<file path="src/rtl/ysyx_25040129_lsu_pkg.sv">
// Shared definitions for the load/store unit.
// Holds the funct3 encodings for memory operations, the LSU FSM state
// encoding, the AXI response codes and the default register and CSR
// index widths.
package ysyx_25040129_lsu_pkg;

    localparam int REGS_DIG_DEFAULT = 4;
    localparam int CSR_DIG_DEFAULT  = 12;

    // funct3 encodings of loads and stores
    localparam logic [2:0] MEM_B  = 3'b000;
    localparam logic [2:0] MEM_H  = 3'b001;
    localparam logic [2:0] MEM_W  = 3'b010;
    localparam logic [2:0] MEM_BU = 3'b100;
    localparam logic [2:0] MEM_HU = 3'b101;

    // The low two funct3 bits give the access size.
    localparam logic [1:0] SIZE_B = 2'b00;
    localparam logic [1:0] SIZE_H = 2'b01;

    localparam logic [1:0] RESP_OKAY   = 2'b00;
    localparam logic [1:0] RESP_SLVERR = 2'b10;
    localparam logic [1:0] RESP_DECERR = 2'b11;

    typedef enum logic [2:0] {
        S_IDLE    = 3'd0,
        S_RD_ADDR = 3'd1,
        S_RD_DATA = 3'd2,
        S_WR_REQ  = 3'd3,
        S_WR_RESP = 3'd4,
        S_OUT     = 3'd5
    } lsu_state_e;

endpackage

</file>
<file path="src/rtl/ysyx_25040129_lsu_align.sv">
// Byte-lane alignment for the LSU, purely combinational.
// Store side: mem_op, addr_lo, store_data -> wdata, wstrb, misaligned.
// Load side:  mem_op, addr_lo, rdata      -> load_result (shifted down to
//             bit 0 and sign/zero extended).
module ysyx_25040129_lsu_align
    import ysyx_25040129_lsu_pkg::*;
(
    input  logic [2:0]  mem_op,
    input  logic [1:0]  addr_lo,
    input  logic [31:0] store_data,
    input  logic [31:0] rdata,
    output logic [31:0] wdata,
    output logic [3:0]  wstrb,
    output logic        misaligned,
    output logic [31:0] load_result
);

    logic [4:0]  shamt;
    logic [31:0] rshift;
    logic [3:0]  base_strb;

    assign shamt  = {addr_lo, 3'b000};
    assign wdata  = store_data << shamt;
    assign rshift = rdata >> shamt;
    assign wstrb  = base_strb << addr_lo;

    // NOTE: every signal written in an always_comb gets a default first, so
    // no path through the block can leave it unassigned and infer a latch.
    always_comb begin
        base_strb  = 4'b1111;
        misaligned = 1'b0;
        case (mem_op[1:0])
            SIZE_B:  base_strb = 4'b0001;
            SIZE_H: begin
                base_strb  = 4'b0011;
                misaligned = addr_lo[0];
            end
            default: misaligned = |addr_lo;  // word (and unused size 11)
        endcase
    end

    always_comb begin
        load_result = rshift;
        case (mem_op)
            MEM_B:   load_result = {{24{rshift[7]}}, rshift[7:0]};
            MEM_BU:  load_result = {24'b0, rshift[7:0]};
            MEM_H:   load_result = {{16{rshift[15]}}, rshift[15:0]};
            MEM_HU:  load_result = {16'b0, rshift[15:0]};
            default: load_result = rshift;
        endcase
    end

endmodule

</file>
<file path="src/rtl/ysyx_25040129_lsu.sv">
// Load/store stage of the multi-cycle RV32 core (EXU -> LSU -> WBU).
// Upstream:   is_req_valid_from_exu / is_req_ready_to_exu plus the decoded
//             instruction fields (*_in_lsu).
// Downstream: is_req_valid_to_wbu / is_req_ready_from_wbu plus registered
//             result and writeback controls (*_out_lsu), access fault flag.
// Forwarding: is_data_forward_valid_from_lsu / lsu_forward_data.
// Memory:     AXI4-Lite master, one outstanding transaction at a time.
module ysyx_25040129_lsu
    import ysyx_25040129_lsu_pkg::*;
#(
    parameter int REGS_DIG = REGS_DIG_DEFAULT,
    parameter int CSR_DIG  = CSR_DIG_DEFAULT
) (
    input  logic                clock,
    input  logic                reset,
    input  logic                is_req_valid_from_exu,
    output logic                is_req_ready_to_exu,
    input  logic [REGS_DIG-1:0] rd_in_lsu,
    input  logic [31:0]         result_in_lsu,
    input  logic [31:0]         store_data_in_lsu,
    input  logic [2:0]          mem_op_in_lsu,
    input  logic                mem_read_in_lsu,
    input  logic                mem_write_in_lsu,
    input  logic [CSR_DIG-1:0]  csr_addr_in_lsu,
    input  logic                csr_write_in_lsu,
    input  logic                reg_write_in_lsu,
    input  logic                ebreak_in_lsu,
    output logic                is_req_valid_to_wbu,
    input  logic                is_req_ready_from_wbu,
    output logic [REGS_DIG-1:0] rd_out_lsu,
    output logic [31:0]         result_out_lsu,
    output logic [CSR_DIG-1:0]  csr_addr_out_lsu,
    output logic                csr_write_out_lsu,
    output logic                reg_write_out_lsu,
    output logic                ebreak_out_lsu,
    output logic                access_fault_out_lsu,
    output logic                is_data_forward_valid_from_lsu,
    output logic [31:0]         lsu_forward_data,
    output logic [31:0]         araddr,
    output logic                arvalid,
    input  logic                arready,
    input  logic [31:0]         rdata,
    input  logic [1:0]          rresp,
    input  logic                rvalid,
    output logic                rready,
    output logic [31:0]         awaddr,
    output logic                awvalid,
    input  logic                awready,
    output logic [31:0]         wdata,
    output logic [3:0]          wstrb,
    output logic                wvalid,
    input  logic                wready,
    input  logic [1:0]          bresp,
    input  logic                bvalid,
    output logic                bready
);

    lsu_state_e  state, state_next;
    logic [2:0]  mem_op_q;
    logic        reg_write_q, csr_write_q;
    logic        accept, is_mem, misaligned, aw_done, w_done;
    logic [2:0]  align_op;
    logic [1:0]  align_lo;
    logic [31:0] align_wdata, load_result;
    logic [3:0]  align_wstrb;

    assign is_req_ready_to_exu = (state == S_IDLE);
    assign accept              = is_req_valid_from_exu && is_req_ready_to_exu;
    assign is_mem              = mem_read_in_lsu || mem_write_in_lsu;
    // A channel counts as done once its valid has dropped or is handshaking now.
    assign aw_done             = !awvalid || awready;
    assign w_done              = !wvalid || wready;

    // In IDLE the aligner looks at the incoming instruction; afterwards at
    // the latched one (result_out_lsu holds the address until the load returns).
    assign align_op = (state == S_IDLE) ? mem_op_in_lsu : mem_op_q;
    assign align_lo = (state == S_IDLE) ? result_in_lsu[1:0] : result_out_lsu[1:0];

    ysyx_25040129_lsu_align u_align (
        .mem_op      (align_op),
        .addr_lo     (align_lo),
        .store_data  (store_data_in_lsu),
        .rdata       (rdata),
        .wdata       (align_wdata),
        .wstrb       (align_wstrb),
        .misaligned  (misaligned),
        .load_result (load_result)
    );

    // NOTE: sequential state is written only with non-blocking assignments so
    // every register samples pre-edge values regardless of block ordering.
    always_ff @(posedge clock) begin
        if (reset) state <= S_IDLE;
        else       state <= state_next;
    end

    always_comb begin
        state_next = state;
        case (state)
            S_IDLE: if (accept) begin
                if (is_mem && misaligned) state_next = S_OUT;
                else if (mem_read_in_lsu) state_next = S_RD_ADDR;
                else if (mem_write_in_lsu) state_next = S_WR_REQ;
                else                       state_next = S_OUT;
            end
            S_RD_ADDR: if (arready)           state_next = S_RD_DATA;
            S_RD_DATA: if (rvalid)            state_next = S_OUT;
            S_WR_REQ:  if (aw_done && w_done) state_next = S_WR_RESP;
            S_WR_RESP: if (bvalid)            state_next = S_OUT;
            S_OUT:     if (is_req_ready_from_wbu) state_next = S_IDLE;
            default:   state_next = S_IDLE;
        endcase
    end

    // NOTE: there is no storage array here; every register, datapath included,
    // is cleared by reset so the outputs read 0 after reset.
    always_ff @(posedge clock) begin
        if (reset) begin
            is_req_valid_to_wbu  <= 1'b0;
            arvalid              <= 1'b0;
            awvalid              <= 1'b0;
            wvalid               <= 1'b0;
            rready               <= 1'b0;
            bready               <= 1'b0;
            access_fault_out_lsu <= 1'b0;
            result_out_lsu       <= '0;
            rd_out_lsu           <= '0;
            csr_addr_out_lsu     <= '0;
            ebreak_out_lsu       <= 1'b0;
            reg_write_q          <= 1'b0;
            csr_write_q          <= 1'b0;
            mem_op_q             <= '0;
            araddr               <= '0;
            awaddr               <= '0;
            wdata                <= '0;
            wstrb                <= '0;
        end else begin
            case (state)
                S_IDLE: if (accept) begin
                    rd_out_lsu           <= rd_in_lsu;
                    result_out_lsu       <= result_in_lsu;
                    csr_addr_out_lsu     <= csr_addr_in_lsu;
                    ebreak_out_lsu       <= ebreak_in_lsu;
                    mem_op_q             <= mem_op_in_lsu;
                    reg_write_q          <= reg_write_in_lsu;
                    csr_write_q          <= csr_write_in_lsu;
                    access_fault_out_lsu <= 1'b0;
                    araddr               <= {result_in_lsu[31:2], 2'b00};
                    awaddr               <= {result_in_lsu[31:2], 2'b00};
                    wdata                <= align_wdata;
                    wstrb                <= align_wstrb;
                    if (is_mem && misaligned) begin
                        access_fault_out_lsu <= 1'b1;
                        reg_write_q          <= 1'b0;
                        csr_write_q          <= 1'b0;
                        is_req_valid_to_wbu  <= 1'b1;
                    end else if (mem_read_in_lsu) begin
                        arvalid <= 1'b1;
                    end else if (mem_write_in_lsu) begin
                        awvalid <= 1'b1;
                        wvalid  <= 1'b1;
                    end else begin
                        is_req_valid_to_wbu <= 1'b1;
                    end
                end
                S_RD_ADDR: if (arready) begin
                    arvalid <= 1'b0;
                    rready  <= 1'b1;
                end
                S_RD_DATA: if (rvalid) begin
                    rready              <= 1'b0;
                    result_out_lsu      <= load_result;
                    is_req_valid_to_wbu <= 1'b1;
                    if (rresp != RESP_OKAY) begin
                        access_fault_out_lsu <= 1'b1;
                        reg_write_q          <= 1'b0;
                    end
                end
                S_WR_REQ: begin
                    if (awready) awvalid <= 1'b0;
                    if (wready)  wvalid  <= 1'b0;
                    if (aw_done && w_done) bready <= 1'b1;
                end
                S_WR_RESP: if (bvalid) begin
                    bready              <= 1'b0;
                    is_req_valid_to_wbu <= 1'b1;
                    if (bresp != RESP_OKAY) begin
                        access_fault_out_lsu <= 1'b1;
                        reg_write_q          <= 1'b0;
                    end
                end
                S_OUT: if (is_req_ready_from_wbu) is_req_valid_to_wbu <= 1'b0;
                default: ;
            endcase
        end
    end

    assign reg_write_out_lsu              = reg_write_q && is_req_valid_to_wbu;
    assign csr_write_out_lsu              = csr_write_q && is_req_valid_to_wbu;
    assign is_data_forward_valid_from_lsu = is_req_valid_to_wbu && reg_write_out_lsu;
    assign lsu_forward_data               = result_out_lsu;

endmodule
</file>
<file path="config.mk">
export PLATFORM = sky130hd
export DESIGN_NAME = ysyx_25040129_lsu
export DESIGN_NICKNAME = d
export VERILOG_FILES = /design/src/rtl/ysyx_25040129_lsu_pkg.sv /design/src/rtl/ysyx_25040129_lsu_align.sv /design/src/rtl/ysyx_25040129_lsu.sv
export SDC_FILE = /design/constraint.sdc
export NUM_CORES = 1
export LEC_CHECK = 0
export BUFFER_PORTS_ARGS = -buffer_cell sky130_fd_sc_hd__buf_2
export CAP_MARGIN = 20
export CORE_ASPECT_RATIO = 0.8
export CORE_MARGIN = 8
export CORE_UTILIZATION = 43
export DETAILED_ROUTE_END_ITERATION = 16
export PLACE_DENSITY = 0.86
export SLEW_MARGIN = 10
export SYNTH_ARGS = -nofsm -noshare
export SYNTH_HDL_FRONTEND = slang
export SYNTH_HIERARCHICAL = 1
export SYNTH_SLANG_ARGS = --single-unit
</file>
<file path="constraint.sdc">
create_clock -name clock -period 2.8 [get_ports clock]
set_clock_uncertainty 0.2 [all_clocks]
set_input_delay 0.14 -clock clock [delete_from_list [all_inputs] [get_ports clock]]
set_output_delay 0.14 -clock clock [all_outputs]
set_load 0.01 [all_outputs]
</file>
==> flow_summary_export.csv <==
group,metric,value,unit
floorplanning,start_util,0.436,
worst_setup_path,crit_top_cell,"nor2_1",
clocking,cts_buffers,17,
logic_synthesis,synthTopCellsByArea,"dfxtp_1 36%, nand2_1 10%, a21oi_1 8.6%, buf_4 8.3%, mux2i_1 8.2%",
timing,period_share,0.951,
routing,wl_per_cell,19.0,um
grt,grt_start_max_net_pins,91,
logic_synthesis,synth_flop_cell,"dfxtp_1",
logic_synthesis,avgSynthCellArea,8.06,um^2
logic_synthesis,async_flop_share,0,
finish,nNetsFinal,1329,
timing,finalCriticalPeriod,2.66,ns
routing,ant_nets,0,
finish,nFillCells,1389,
finish,design_area,9890,um^2
floorplanning,die_w,160,um
floorplanning,rows,42,
logic_synthesis,synth_compound_area_frac,0.200,
clocking,cts_resized,0,
placed_design,gp_congestion,0.898,
pwr,leakage,4.48,nW
floorplanning,core,16400,um^2
clocking,clk_path_buf_depth,2,
hold_path,hold_path.class,"in -> reg",
timing,setup_viol,0,
finish,drive_gt1_frac,0.364,
finish,area_growth,37.8,%
routing,drt_pass1_iterations,6,
worst_setup_path,path_cells,"nor3_4 > buf_4 > mux2_2 > a21oi_2 > nor2_1 > inv_1 > a32oi_1 > dlygate4sd3_1 > nor2_1",
timing,slew_viol_final,0,
pwr,powerDensity,1190,nW/um^2
worst_setup_path,slowest_delay,0.57,ns
worst_setup_path,required,2.87,ns
worst_setup_path,rr_worst_depth,9,
logic_synthesis,synth_top_area_share,0.363,
floorplanning,dieArea,21100,um^2
logic_synthesis,synth_top_family_by_area,"simple AND/OR/NAND/NOR gates",
worst_setup_path,cp_data_arrival_time,2.73,ns
clocking,cts_tree,"done",
grt,grt_remaining_overflow,0,
placed_design,placed_area,8440,um^2
routing,drc,0,
worst_setup_path,cp_max_fo,9,
timing,maxClockFrequency,376,MHz
clocking,cts_root_buf,"clkbuf_16",
logic_synthesis,yosys.area.top_type,"dfxtp_1",
grt,grt_pass1_wl,41900,um
clocking,path_clk_slew,0.06,ns
grt,grt_pass1_vias,7538,
pwr,peakVddDrop,0.000614,V
worst_setup_path,r2r_setup_slack,0.14,ns
worst_setup_path,crit_type,"reg -> reg",
logic_synthesis,ys_ff_latch,130,
logic_synthesis,ys_types,53,
logic_synthesis,synth_simple_gate_area_frac,0.203,
logic_synthesis,synth_area,7180,um^2
clocking,h-tree-depth,4,
worst_setup_path,cp-startpoint,"state[2]$_SDFFE_PP0P_",
timing,relSlewSlack,0.377,
logic_synthesis,synthTopCellsByCount,"192 x nand2_1, 130 x dfxtp_1, 123 x a21oi_1",
logic_synthesis,synth_xor_area_frac,0.00244,
routing,drt_iter0_drc,801,
grt,antenna_found_initial,8,
logic_synthesis,ys_warn_count,6,
floorplanning,die_h,132,um
timing,rsz0062_at_grt,"false",
routing,num_vias,7681,
clocking,clock_latency,0.41,ns
worst_setup_path,endpoint_kind,"register",
logic_synthesis,synth_cells,891,
routing,wirelength,27300,um
grt,grt_usage,0.245,
flow_run,drv_cap,0,
logic_synthesis,synth_edf_count,0,
logic_synthesis,synth_fa_ha_area_frac,0,
worst_setup_path,endpoint,"arvalid$_SDFFE_PP0P_",
worst_setup_path,timing.rr.end,"arvalid$_SDFFE_PP0P_",
outcome,outcome,"finished, final reports clean",
worst_setup_path,crit_path_top_delay_cell,"dlygate4sd3_1",
logic_synthesis,yosysMostFrequentCell,"nand2_1",
placed_design,port_buffers,320,
logic_synthesis,muxShareOfSynthArea,0.107,
finish,post-route-util,0.601,
routing,vias_per_cell,5.36,
timing,hold_violations,0,
floorplanning,num_io_pins,325,
timing,max_slew.worst_pin.slew,0.935,ns
worst_setup_path,reg2reg_from,"state[2]$_SDFFE_PP0P_",
worst_setup_path,critPathLaunchType,"register",
placed_design,hpwl,19200,um
clocking,cts_sinks,130,
logic_synthesis,ys_seq_area_frac,0.363,
==> routing by layer <==
metal | vias up | wire length [um] | part of all wire | GRT usage
met2 | 459 | 12300 | 0.45 | 0.384
met5 | - | 36 | 0.0013 | 0
met1 | 3562 | 11300 | 0.41 | 0.301
met4 | 8 | 739 | 0.027 | 0.0922
met3 | 64 | 2930 | 0.11 | 0.0918
li1 | 3588 | - | - | -
==> worst min path at each step <==
stage | end | slack [ns] | from | depth (start not counted)
floorplan | awvalid$_SDFFE_PP0P_ | 0.04 | awready | 1
global placement | awvalid$_SDFFE_PP0P_ | 0.14 | awready | 2
detailed placement | awvalid$_SDFFE_PP0P_ | 0.15 | awready | 2
CTS | wdata[21]$_SDFFE_PP0P_ | 0.007 | store_data_in_lsu[21] | 5
global route | access_fault_out_lsu$_SDFFE_PP0P_ | 0.02 | bvalid | 4
finish | reg_write_q$_SDFFE_PP0P_ | 0.02 | bvalid | 4
==> sequential cells by signal, summed over array words and instances, names as in the netlist, 3 cells and up <==
name              flops
csr_addr_out_lsu     12
wdata                32
wstrb                 4
rd_out_lsu            4
araddr               30
mem_op_q              3
lsu_forward_data     32
state                 3
==> report_power, final <==
group	switching (mW)	internal, mW	total, mW	leakage [nW]
Clock	0.891	1.50	2.39	0.298
Combinational	3.98	2.62	6.60	3.12
Sequential	0.405	2.41	2.82	1.07
==> cell type report <==
type / instances / area [um^2] / area share
clock inverter: 14 / 204 / 0.0206
inverter: 7 / 26.3 / 0.00266
multi-input combinational: 619 / 3720 / 0.376
clock buffer: 18 / 429 / 0.0434
sequential: 130 / 2600 / 0.263
antenna: 4 / 10.0 / 0.00101
timing repair buffer: 421 / 2620 / 0.265
tap: 220 / 275 / 0.0278
==> worst max-delay path: cells and delay by family (launching register included) <==
family	cells	cell delay, ns
AOI/OAI and AO/OA	2	0.25
DFF	1	0.33
and+or+nand+nor	3	0.61
muxes	1	0.29
buffers and inverters	3	0.84
==> repair_timing <==
| action | CTS | global route |
|---|---|---|
| setup endpoints to repair | 9 | 26 |
| hold buffers | 78 | 0 |
| pin swaps | 1 | 3 |
| setup buffers | 0 | 3 |
| hold endpoints to repair | 113 | 0 |
==> placed cells by master (no fill, tap or decap), drive strengths merged, types with 18 or more instances in the layout <==
| master | n |
|---|---|
| a21oi | 123 |
| nand2 | 193 |
| mux2i | 59 |
| o21ai | 18 |
| nor2 | 53 |
| dlygate4sd3 | 78 |
| clkbuf | 18 |
| buf | 343 |
| a211oi | 49 |
| nor2b | 20 |
| dfxtp | 130 |
==> per-stage QoR <==
stage	TNS (ns)	std cells	total power, mW	setup slack (ns)	hold WS [ns]
after global routing	0	1433	12.6	0.00141	0.0157
final	0	1433	11.8	0.138	0.0213
after global placement	0	1316	9.03	0.0927	0.139
after detailed placement	-0.248	1316	9.18	-0.0517	0.147
after floorplan	0	894	7.58	0.0249	0.0366
after CTS	0	1426	11.7	0.00513	0.00675
==> cell families (layout without fill, tap and decap cells) <==
| group | Yosys count | count (layout) |
|---|---|---|
| compound gates | 215 | 215 |
| xor+xnor | 2 | 2 |
| buf+inv | 145 | 460 |
| flops | 130 | 130 |
| mux | 74 | 74 |
| other cells | 1 | 8 |
| simple gates | 324 | 324 |
No activity file was read; power rests on OpenSTA's default activity.
